<file path="config.mk">
export PLATFORM = sky130hd
export DESIGN_NAME = reg_file_8x8
export DESIGN_NICKNAME = d
export VERILOG_FILES = /design/src/rtl/reg_file_8x8.sv
export SDC_FILE = /design/constraint.sdc
export NUM_CORES = 1
export LEC_CHECK = 0
export CAP_MARGIN = 0
export CORE_MARGIN = 10
export CORE_UTILIZATION = 55
export DETAILED_ROUTE_END_ITERATION = 10
export DONT_BUFFER_PORTS = 1
export PLACE_DENSITY = 0.8
export SYNTH_ARGS = -nofsm -noshare
export SYNTH_HDL_FRONTEND = slang
export SYNTH_SLANG_ARGS = --single-unit
</file>
<file path="constraint.sdc">
create_clock -name CLK -period 4.2 [get_ports CLK]
set_input_delay 0.42 -clock CLK [delete_from_list [all_inputs] [get_ports CLK]]
set_output_delay 0.42 -clock CLK [all_outputs]
set_load 0.05 [all_outputs]
</file>
<file path="src/rtl/reg_file_8x8.sv">
// Multi-ported register file: one synchronous write port and two combinational
// read ports, synchronous active-high clear, no write-through bypass.
module reg_file_8x8 #(
  parameter int DATA_WIDTH = 8,
  parameter int ADDR_WIDTH = 3
) (
  input  logic                  CLK,
  input  logic                  RESET,
  input  logic                  WRITE,
  input  logic [ADDR_WIDTH-1:0] INADDRESS,
  input  logic [DATA_WIDTH-1:0] IN,
  input  logic [ADDR_WIDTH-1:0] OUT1ADDRESS,
  input  logic [ADDR_WIDTH-1:0] OUT2ADDRESS,
  output logic [DATA_WIDTH-1:0] OUT1,
  output logic [DATA_WIDTH-1:0] OUT2
);

  localparam int NUM_REGS = 2 ** ADDR_WIDTH;

  logic [DATA_WIDTH-1:0] regs_q [NUM_REGS];
  logic [DATA_WIDTH-1:0] regs_d [NUM_REGS];
  logic [NUM_REGS-1:0]   wr_sel;

  // One-hot write select; an unknown WRITE fails the if test and selects nothing.
  always_comb begin
    wr_sel = '0;
    if (WRITE) begin
      wr_sel[INADDRESS] = 1'b1;
    end
  end

  always_comb begin
    for (int i = 0; i < NUM_REGS; i++) begin
      regs_d[i] = regs_q[i];
      if (wr_sel[i]) begin
        regs_d[i] = IN;
      end
    end
  end

  always_ff @(posedge CLK) begin
    for (int i = 0; i < NUM_REGS; i++) begin
      if (RESET) begin
        regs_q[i] <= '0;
      end else begin
        regs_q[i] <= regs_d[i];
      end
    end
  end

  // Reads come straight from the stored state, so a same-cycle write is not bypassed.
  assign OUT1 = regs_q[OUT1ADDRESS];
  assign OUT2 = regs_q[OUT2ADDRESS];

endmodule

</file>
==> metrics.txt <==
status completed; Vias 2,028; number of buffer cells added on primary ports 0; Die Width 100 µm; FF+latch count, synth 64; EDFF count, synth 64; H-tree depth 3; clk slew on worst S/H paths 60 ps; synth unique cells 17; dpl cell area 0.00349 mm²; design area 0.00369 mm²; Pins Over Slew Limit 0; multi-input logic area 0.00144 mm²; vias in the first global route 2,100; largest net degree at the start of global routing 33; CP Launch Point regs_q[1][4]$_SDFFCE_PN0P_; hold path start IN[0]; hpwl dp 5.61 mm; grt ovf 0; Via density 6.92; power density cells 421 mW/mm²; Avg WL per Cell 27.1 µm; syn avg cell area 15.8 µm²; share of cells above drive strength 1 0.153; final WL 7.93 mm; fraction of registers with async set/reset 0; filler instances 476; drt pass-1 iters 7; fin crit share 0.516; Rows 29; Setup TNS 0 ps; CTS resizes 0; hold crit path type in2reg; fmax 461 MHz; Slew HR 0.202; syn nets 244; biggest regs regs_q (64); yosys synthesis warning count 0; placeable core area 0.00631 mm²; first-pass GRT wire length 12.3 mm; 1st-iter DRT viols 301; kind of critical path reg2out; Max VDD drop 0.294 mV; ANT cells 0; Final Core Density 0.585; synthesis-to-layout area growth 4.42%; clock sinks 64; Routability Congestion 0.888; die area 0.0100 mm²; Ports 36; Hold Path Stages 2; max-cap viol count 0; Initial Util 0.560; Worst-Margin Slew 1190 ps; CP endpoint kind output port; Nets 231; leading area contributor after synthesis edfxtp_1; Total GRT Usage 0.167; clock buffer depth 2; Seq/Total Area, Yosys 0.544; antenna violations before repair 0; critical path data required time 3780 ps; Leakage 1.20 nW; Mapped Area 0.00353 mm²; Worst setup SP type flip-flop; Die Y 100 µm; gate count of the mapped netlist 224; Largest Register regs_q; Setup Viol. Count Final 0; root buf cell clkbuf_8; DRC viols 0; fin crit period 2170 ps; cts bufs inserted 9; ANT nets after route 0; Crit Path Max Fanout 2; Most used DFF post-synth edfxtp_1; CTS tree done; RSZ-0062 raised after global routing no; Arr. time, crit path 1750 ps; post-synth top area share 0.544; flip-flop count of the largest register after layout 64; Post-CTS Setup Bufs 0; synth top area cells edfxtp_1 54%, mux4_1 22%, nor3_1 9.1%; register area 0.00192 mm²; Final Hold Fails 0; Commonest cells post-synth 64 x edfxtp_1, 64 x nor3_1, 29 x mux4_1; Post-CTS Hold Fix Bufs 0; overall power 1.55 mW
-- critical path, cell delays in order, from the launching register on --
cell and delay [ps]:
edfxtp_1 430, mux4_1 570, mux2_2 410
-- through the flow --
step	cells	hold slack (ps)	setup slack, ps
2_1_floorplan	224	753	2200
3_3_place_gp	277	834	2100
3_5_place_dp	277	836	2090
4_1_cts	293	480	2010
5_1_grt	293	492	1970
6_report	293	487	2030
-- routing by layer --
layer,up-vias,GRT usage,routed length (µm),part of all wire
met4,0,0.0946,304,0.038
met1,990,0.206,2940,0.37
met5,-,0,0,0
met2,110,0.260,3840,0.48
met3,22,0.0446,851,0.11
li1,906,-,-,-
-- cells by family (layout without fill, tap and decap cells) --
| group | count (synthesis) | after routing | share of synthesized area |
|---|---|---|---|
| buffers and inverters | 32 | 24 | 0.0492 |
| multiplexers | 48 | 48 | 0.286 |
| AND/OR/NAND/NOR | 72 | 72 | 0.104 |
| flip-flops | 64 | 64 | 0.544 |
| AO/OA/AOI/OAI | 8 | 8 | 0.0170 |
-- cells in the final DEF (no fill, tap or decap), types with 2 or more instances in the layout --
master | Yosys | routed
nor3_1 | 64 | 64
edfxtp_1 | 64 | 64
mux4_1 | 29 | 29
mux2_2 | 16 | 16
clkinv_1 | 8 | 9
clkbuf_8 | 0 | 9
o21bai_1 | 8 | 8
mux4_2 | 3 | 3
nand2b_1 | 3 | 3
clkbuf_1 | 11 | 3
nand2_1 | 2 | 2
bufinv_16 | 0 | 2
-- area by class of cell --
type / count / share of cell area
clock buffers: 12 / 0.0366
inverters: 8 / 0.00814
clock inverters: 4 / 0.0186
flip-flops and latches: 64 / 0.521
well taps: 77 / 0.0261
multi-input cells: 128 / 0.390
-- final timing paths --
check / slack [ps] / endpoint
worst max-delay path: 2030 / OUT1[4]
worst min-delay path: 490 / regs_q[3][0]$_SDFFCE_PN0P_
-- where the power goes --
part | total [mW] | switching, mW | internal [mW]
clock | 0.548 | 0.216 | 0.332
combinational | 0.235 | 0.156 | 0.0791
sequential | 0.771 | 0.0241 | 0.747
(Power assumes the default switching activity.)
